**src/rtl/run_scan_ctrl_pkg.sv**
```systemverilog
// run_scan_ctrl_pkg: shared FSM states and run-detector encodings for the word-level run scanner.
package run_scan_ctrl_pkg;
  typedef enum logic [1:0] {IDLE, SHIFT, DRAIN, DONE} state_t;
  localparam int RUN_LEN = 4;
  localparam logic [3:0] D_INIT = 4'd0;
  localparam logic [3:0] D_Z1 = 4'd1;
  localparam logic [3:0] D_Z2 = 4'd2;
  localparam logic [3:0] D_Z3 = 4'd3;
  localparam logic [3:0] D_Z4 = D_Z1 + 4'(RUN_LEN - 1);
  localparam logic [3:0] D_O1 = 4'd5;
  localparam logic [3:0] D_O2 = 4'd6;
  localparam logic [3:0] D_O3 = 4'd7;
  localparam logic [3:0] D_O4 = D_O1 + 4'(RUN_LEN - 1);
endpackage

```
**src/rtl/run_scan_ctrl_detector.sv**
```systemverilog
// run_detector: Moore detector, z=1 while the last RUN_LEN applied bits are all equal.
module run_detector
  import run_scan_ctrl_pkg::*;
(
  input  logic clk,
  input  logic reset,
  input  logic clr,
  input  logic w,
  output logic z
);
  logic [3:0] q, q_nxt;
  always_comb begin
    q_nxt = w ? ((q >= D_O1 && q < D_O4) ? q + 4'd1 : (q == D_O4 ? D_O4 : D_O1))
              : ((q >= D_Z1 && q < D_Z4) ? q + 4'd1 : (q == D_Z4 ? D_Z4 : D_Z1));
  end
  always_ff @(posedge clk or posedge reset) begin
    if (reset) q <= D_INIT;
    else q <= clr ? D_INIT : q_nxt;
  end
  assign z = (q == D_Z4) || (q == D_O4);
endmodule

```
**src/rtl/run_scan_ctrl.sv**
```systemverilog
// run_scan_ctrl: shifts a latched word MSB-first through run_detector and reports run count/first index.
module run_scan_ctrl
  import run_scan_ctrl_pkg::*;
#(
  parameter int WIDTH = 16,
  parameter int CNT_W = $clog2(WIDTH) + 1
) (
  input  logic             clk,
  input  logic             reset,
  input  logic             start,
  input  logic             abort,
  input  logic [WIDTH-1:0] din,
  output logic             busy,
  output logic             done,
  output logic             found,
  output logic [CNT_W-1:0] match_count,
  output logic [CNT_W-1:0] first_idx
);
  localparam logic [CNT_W-1:0] LAST = CNT_W'(WIDTH - 1);
  state_t state, next;
  logic [WIDTH-1:0] sr;
  logic [CNT_W-1:0] bit_cnt, idx_d;
  logic valid_d, clr, z, accept, cancel;
  run_detector u_det (.clk(clk), .reset(reset), .clr(clr), .w(sr[WIDTH-1]), .z(z));
  always_comb begin
    next = state;
    clr = 1'b0;
    case (state)
      IDLE: begin
        next = start ? SHIFT : IDLE;
        clr = start;
      end
      SHIFT: next = abort ? IDLE : (bit_cnt == LAST ? DRAIN : SHIFT);
      DRAIN: next = abort ? IDLE : DONE;
      default: next = IDLE;
    endcase
  end
  assign accept = (state == IDLE) && start;
  assign cancel = (state == SHIFT || state == DRAIN) && abort;
  assign busy = state != IDLE;
  assign done = state == DONE;
  always_ff @(posedge clk or posedge reset) begin
    if (reset) begin
      state <= IDLE;
      sr <= '0;
      bit_cnt <= '0;
      idx_d <= '0;
      valid_d <= 1'b0;
      found <= 1'b0;
      match_count <= '0;
      first_idx <= '0;
    end else begin
      state <= next;
      valid_d <= (state == SHIFT) && !abort;
      idx_d <= bit_cnt;
      if (accept || cancel) begin
        if (accept) sr <= din;
        bit_cnt <= '0;
        found <= 1'b0;
        match_count <= '0;
        first_idx <= '0;
      end else begin
        if (state == SHIFT) begin
          sr <= sr << 1;
          bit_cnt <= bit_cnt + CNT_W'(1);
        end
        // z reflects the bit applied one edge earlier, tagged by the delayed index
        if (valid_d && z) begin
          match_count <= match_count + CNT_W'(1);
          if (!found) begin
            found <= 1'b1;
            first_idx <= idx_d;
          end
        end
      end
    end
  end
endmodule

```
**config.mk**
```make
export PLATFORM = sky130hd
export DESIGN_NAME = run_scan_ctrl
export DESIGN_NICKNAME = d
export VERILOG_FILES = /design/src/rtl/run_scan_ctrl_pkg.sv /design/src/rtl/run_scan_ctrl_detector.sv /design/src/rtl/run_scan_ctrl.sv
export SDC_FILE = /design/constraint.sdc
export NUM_CORES = 1
export LEC_CHECK = 0
export CORE_UTILIZATION = 41
export CTS_CLUSTER_DIAMETER = 120
export DETAILED_ROUTE_END_ITERATION = 10
export DONT_BUFFER_PORTS = 1
export GPL_TIMING_DRIVEN = 1
export PLACE_DENSITY = 0.63
export SLEW_MARGIN = 0
export SYNTH_ARGS = -nofsm -noshare
export SYNTH_HDL_FRONTEND = slang
export SYNTH_HIERARCHICAL = 1
export SYNTH_SLANG_ARGS = --single-unit
```
**constraint.sdc**
```tcl
create_clock -name clk -period 4.3 [get_ports clk]
set_input_delay 0.43 -clock clk [delete_from_list [all_inputs] [get_ports clk]]
set_output_delay 0.43 -clock clk [all_outputs]
set_load 0.01 [all_outputs]
```
---- Word level (Yosys, flattened, before mapping) ----
Index checks and enable logic that the tools add are counted.
operators by class
  add/subtract/negate cells ............... 3
  magnitude comparators ................... 4
  equality and inequality tests ........... 8
  mux-type cells .......................... 24
  reductions and logical operators ........ 16
operators by type and width
  operator                                                           count
  two-way mux 16 bit                                                 3
  two-way mux 5 bit                                                  7
  two-way mux 4 bit                                                  5
  adder 5 x 1 -> 5 bit, second input constant                        2
  logical AND 1 bit                                                  6
  two-way mux 2 bit                                                  3
  one-hot mux 2 bit (3 select lines)                                 1
  nonzero test 2 bit                                                 3
  equality test 5 x 4 -> 1 bit, second input constant                1
  adder 4 x 1 -> 4 bit, second input constant                        1
  equality test 2 bit, second input constant                         2
  equality test 4 x 3 -> 1 bit, second input constant                1
  equality test 4 bit, second input constant                         1
  greater-or-equal comparator 4 x 1 -> 1 bit, second input constant  1
  greater-or-equal comparator 4 x 3 -> 1 bit, second input constant  1
  less-than comparator 4 x 3 -> 1 bit, second input constant         1
  less-than comparator 4 bit, second input constant                  1
  two-way mux 1 bit                                                  4
  AND reduction 2 bit                                                2
  logical OR 1 bit                                                   3
  two-way mux 3 bit                                                  1
  equality test 2 x 1 -> 1 bit, second input constant                1
  logical NOT 2 bit                                                  1
  != test 2 x 1 -> 1 bit, second input constant                      1
  other kinds (2)                                                    2
word-level totals
  register bits ........................... 44
  logic and storage cells ................. 64

---- Longest topological paths before layout ----
  depth in word-level cells ............... 6
  depth in mapped cells ................... 7
  depth with buffers taken out ............ 6

---- Cells and area by module ----
The synthesis kept the hierarchy.
by module, submodules not included
  module         instances  cells each  area each (µm²)  seq. area each (µm²)
  run_scan_ctrl  1          144         1749.2           1001.0
  run_detector   1          36          366.6            100.1

---- Worst setup path after synthesis ----
No wires, ideal clock.
  kind .................................... register -> register
  start ................................... register u_det.q[0]
  end ..................................... register match_count[4]
  data arrival time ....................... 1.503 ns
  path slack .............................. 2.720 ns
  stages on the path, launching flop included .. 7
  cells stage by stage .................... dfrtp_1 -> inv_1 -> ha_1 -> o21a_1 -> nand3_1 -> or3_1 -> a21oi_1
on the way
  cells in the longest elaborated chain, start to end .. 4
  elaborated cells between the ends (all ways) .. 5
  classes of those cells .................. eq/ne (2); reduce/logical (3)
RTL lines
  what                                                                 RTL line                      text
  start, declared                                                      run_scan_ctrl_detector.sv:11  logic [3:0] q, q_nxt;
  start signal, assigned                                               run_scan_ctrl_detector.sv:18  else q <= clr ? D_INIT : q_nxt;
  equality test 4 x 3 -> 1 bit or equality test 4 bit (tied branches)  run_scan_ctrl_detector.sv:20  assign z = (q == D_Z4) || (q == D_O4);
  logical OR 1 bit (*)                                                 run_scan_ctrl_detector.sv:20
  net z                                                                run_scan_ctrl.sv:23           logic valid_d, clr, z, accept, cancel;
  logical AND 1 bit (*)                                                run_scan_ctrl.sv:68           if (valid_d && z) begin
  nonzero test 2 bit (no source line) (*)                              n/a
  end signal, assigned                                                 run_scan_ctrl.sv:69           match_count <= match_count + CNT_W'(1);
  end, declared                                                        run_scan_ctrl.sv:16           output logic [CNT_W-1:0] match_count,
Mark *: on every way through the listed nets, which the timed path passes. The rest lies on a longest branch.
A chain may end at the register's enable or synchronous reset.

---- Worst setup path in the final report ----
  start ................................... register u_det.q[0]
  end ..................................... register match_count[3]
The elaborated chain is that of the path after synthesis.

==> metrics.log <==
[metrics] filler instances: 460
[metrics] number of ports placed on the die boundary: 33
[metrics] outcome: finished, final reports clean
[metrics] clock slew at reported path FFs: 0.08 ns
[metrics] Worst Clk Skew: 0.00901 ns
[metrics] Post-Synth XOR/XNOR Area: 0.0284
[metrics] maximum clock rate: 550 MHz
[metrics] Tightest Pin Transition: 0.545 ns
[metrics] number of standard cells after synthesis: 180
[metrics] share of post-route cells with drive strength above 1: 0.126
[metrics] most common library cell in the layout ignoring fill and taps: sky130_fd_sc_hd__dfrtp_1
[metrics] post-layout net count: 213
[metrics] die area: 5450 µm²
[metrics] cell chain of the critical path: inv_1 > ha_1 > o21a_1 > nand2_1 > or3_1 > a21oi_1
[metrics] final clock period utilization by the worst path: 0.423
[metrics] post-synthesis simple-gate area fraction: 0.177
[metrics] synthesis warning total: 6
[metrics] post-CTS repair timing setup buffer count: 0
[metrics] level count of the clock H-tree: 2
[metrics] starting density of the core: 0.436
[metrics] placeable core region: 4850 µm²
[metrics] Pre-Repair DR Iteration Count: 4
[metrics] area added between synthesis and finish: 7.39%
[metrics] library cell contributing the largest single delay on the critical path: sky130_fd_sc_hd__dfrtp_1
[metrics] fraction of synthesized cell area taken by the top area cell type: 0.520
[metrics] CTS tree: built
[metrics] setup TNS after final layout: 0 ns
[metrics] Final Hold Violating Endpoints: 0
[metrics] worst slack at placement: 2.48 ns
[metrics] per-cell via count in the routed design: 5.29
[metrics] y dimension of the die: 73.8 µm
[metrics] multiplexer area fraction after synthesis: 0.0284
[metrics] Synth cell types: 40
[metrics] Cell Rows: 25
[metrics] final routed wire length divided by cell count: 14.8 µm
[metrics] cell count of the worst reg-to-reg path: 6
[metrics] Synth Area in Compound Gates: 0.137
[metrics] Critical Path Start Type: flip-flop
[metrics] beginning of the worst register-to-register path: u_det/q[0]
[metrics] Data arrival, critical path: 2.02 ns
[metrics] commonest cells after routing, fill and taps aside: sky130_fd_sc_hd__dfrtp_1, sky130_fd_sc_hd__nand2b_1, sky130_fd_sc_hd__nor2_1, sky130_fd_sc_hd__ha_1
[metrics] startpoint-to-endpoint class of the critical path: flip-flop to flip-flop
[metrics] number of diodes added for antenna fixing: 0
[metrics] area post-placement: 2150 µm²
[metrics] count of endpoints failing setup in the final report: 0
[metrics] number of DRC markers in iteration 0: 69
[metrics] combinational family with the most area after synthesis: simple AND/OR/NAND/NOR gates
[metrics] Max transition margin: 0.636
[metrics] post-synthesis net count: 211
[metrics] post-synthesis average cell area: 11.8 µm²
[metrics] post-layout instance area: 2270 µm²
[metrics] post-route ant nets: 0
[metrics] unrepaired setup endpoints after global routing: no
[metrics] summed instance area of the synthesized netlist: 2120 µm²
[metrics] final number of max-transition violations: 0
[metrics] r2r setup slk: 2.48 ns
[metrics] via count of the first global-routing pass: 1370
[metrics] initial antenna violation count: 0
[metrics] # Max-Cap Violations: 0
[metrics] cts-stage hold buffer count: 1
[metrics] slack of the critical path: 2.48 ns
[metrics] overall routing resource usage: 0.158
[metrics] Sequential cell area: 1100 µm²
[metrics] Synth Area in Adders: 0.0651
[metrics] wire length of the first global-routing pass: 6270 µm
[metrics] number of buffers added by the clock tree synthesis step: 5
[metrics] weighted congestion reported at the end of routability-driven placement: 0.773
[metrics] crit-path max cell delay: 0.45 ns
[metrics] sort of element at the end of the critical path: flip-flop
[metrics] width of the die: 73.8 µm
[metrics] time the final worst path needs with I/O delays and setup: 1.82 ns
[metrics] worst r2r dst: match_count[3]
[metrics] detailed placement HPWL: 2640 µm
[metrics] buffers added on ports: 0
[metrics] flop and latch count out of synthesis: 44
[metrics] clock latency reported for the late side of the worst-skew pair: 0.29 ns
[metrics] crit-path max FO: 5
[metrics] count of clock tree sinks: 44
[metrics] top cell type by total area after synthesis: sky130_fd_sc_hd__dfrtp_1
[metrics] ratio of total power to cell area: 514 nW/µm²
[metrics] drt drc: 0
[metrics] library cell used as clock root buffer: sky130_fd_sc_hd__clkbuf_8
[metrics] WP data required: 4.50 ns
[metrics] leakage power of the design: 1.02 nW
[metrics] worst-case vdd ir drop: 0.217 mV
[metrics] total overflow reported by the global router: 0
[metrics] Resized Gates After CTS: 0
[metrics] cells taking the most area after synthesis: sky130_fd_sc_hd__dfrtp_1, sky130_fd_sc_hd__ha_1, sky130_fd_sc_hd__o221a_1, sky130_fd_sc_hd__nand2b_1, sky130_fd_sc_hd__mux2i_1
[metrics] hold crit path type: input port to asynchronous set/reset pin
[metrics] largest buffer count on any clock path: 2
[metrics] DRT Wirelength: 3690 µm
[metrics] part of the Yosys area used for sequential elements: 0.520
[metrics] largest net degree at the start of global routing: 41
[metrics] total area of multi-input combinational cells: 921 µm²
[metrics] via count: 1323
==> routing by layer <==
| layer | vias to the layer above | GRT usage | routed length (µm) | part of all wire |
|---|---|---|---|---|
| met5 | - | 0 | 0 | 0 |
| met2 | 24 | 0.275 | 1870 | 0.51 |
| met4 | 0 | 0.0577 | 30 | 0.0081 |
| met3 | 4 | 0.0439 | 139 | 0.038 |
| li1 | 628 | - | - | - |
| met1 | 667 | 0.186 | 1650 | 0.45 |
==> registers in the layout, summed over array words and instances (netlist names) <==
register / count
sr: 16
bit_cnt: 5
first_idx: 5
idx_d: 5
match_count: 5
u_det/q: 4
state: 2
found: 1
valid_d: 1
==> synthesized netlist by cell type <==
cell type	instances
sky130_fd_sc_hd__a221oi_2	1
sky130_fd_sc_hd__o21a_1	1
sky130_fd_sc_hd__nand3b_1	3
sky130_fd_sc_hd__a21oi_1	6
sky130_fd_sc_hd__o31a_1	1
sky130_fd_sc_hd__o2bb2ai_1	1
sky130_fd_sc_hd__o21bai_1	1
sky130_fd_sc_hd__xor2_1	4
sky130_fd_sc_hd__and3b_1	1
sky130_fd_sc_hd__xor2_2	1
sky130_fd_sc_hd__nor4b_2	1
sky130_fd_sc_hd__and2b_1	1
sky130_fd_sc_hd__nand3_2	2
sky130_fd_sc_hd__nor3_1	1
sky130_fd_sc_hd__nor3_2	1
sky130_fd_sc_hd__nand4_1	1
sky130_fd_sc_hd__nand4b_1	1
sky130_fd_sc_hd__buf_2	3
sky130_fd_sc_hd__nor3b_1	2
sky130_fd_sc_hd__or3_1	2
sky130_fd_sc_hd__inv_1	10
sky130_fd_sc_hd__xnor2_1	1
sky130_fd_sc_hd__nor2b_1	5
sky130_fd_sc_hd__nor2_1	14
sky130_fd_sc_hd__buf_6	2
sky130_fd_sc_hd__nand2b_1	16
sky130_fd_sc_hd__nand2_2	2
sky130_fd_sc_hd__o21ai_0	4
sky130_fd_sc_hd__and3_1	2
sky130_fd_sc_hd__nand2_1	5
sky130_fd_sc_hd__buf_4	2
sky130_fd_sc_hd__o221a_2	5
sky130_fd_sc_hd__a211oi_1	1
sky130_fd_sc_hd__a21o_4	1
sky130_fd_sc_hd__o221a_1	10
sky130_fd_sc_hd__mux2i_1	6
sky130_fd_sc_hd__nand3_1	3
sky130_fd_sc_hd__inv_2	1
sky130_fd_sc_hd__ha_1	11
sky130_fd_sc_hd__dfrtp_1	44
==> power by group <==
group / switching, mW / internal (mW) / leakage, nW
Sequential: 0.0861 / 0.503 / 0.554
Combinational: 0.138 / 0.135 / 0.410
Clock: 0.133 / 0.172 / 0.0552
Total: 0.357 / 0.810 / 1.02
==> critical path, delay by kind of cell (launching register included) <==
family	cells	cell delay (ns)
simple gates	2	0.50
flops	1	0.45
compound gates	2	0.41
fa+ha+maj	1	0.27
buf+inv	1	0.11
==> worst max-delay path by stage <==
stage / end / from / slack (ns)
6_report: match_count[3] / u_det/q[0] / 2.48
5_1_grt: match_count[4] / u_det/q[0] / 2.29
4_1_cts: match_count[3] / u_det/q[0] / 2.46
3_5_place_dp: match_count[3] / u_det/q[0] / 2.48
3_3_place_gp: match_count[4] / u_det/q[0] / 2.57
2_1_floorplan: match_count[4] / u_det/q[0] / 2.72
==> cell type report <==
class,count,area share
Sequential cell,44,0.485
Multi-Input combinational cell,118,0.405
Tap cell,67,0.0369
Clock buffer,6,0.0319
Inverter,11,0.0182
Clock inverter,2,0.0154
Timing Repair Buffer,2,0.00771
==> through the flow <==
step	hold slack, ns	utilization	cells	power, mW
2_1_floorplan	0.196	-	180	0.827
3_3_place_gp	0.217	0.444	241	0.850
3_5_place_dp	0.222	0.444	241	0.872
4_1_cts	0.153	0.469	250	1.19
5_1_grt	0.184	0.469	250	1.25
6_report	0.138	0.469	250	1.17
==> cell families after synthesis <==
kind of cell    Yosys count
compound gates           32
xor+xnor                  6
fa+ha+maj                11
buf+inv                  18
flops                    44
mux                       6
simple gates             63
Note: power is estimated with default switching activity, not from simulation.
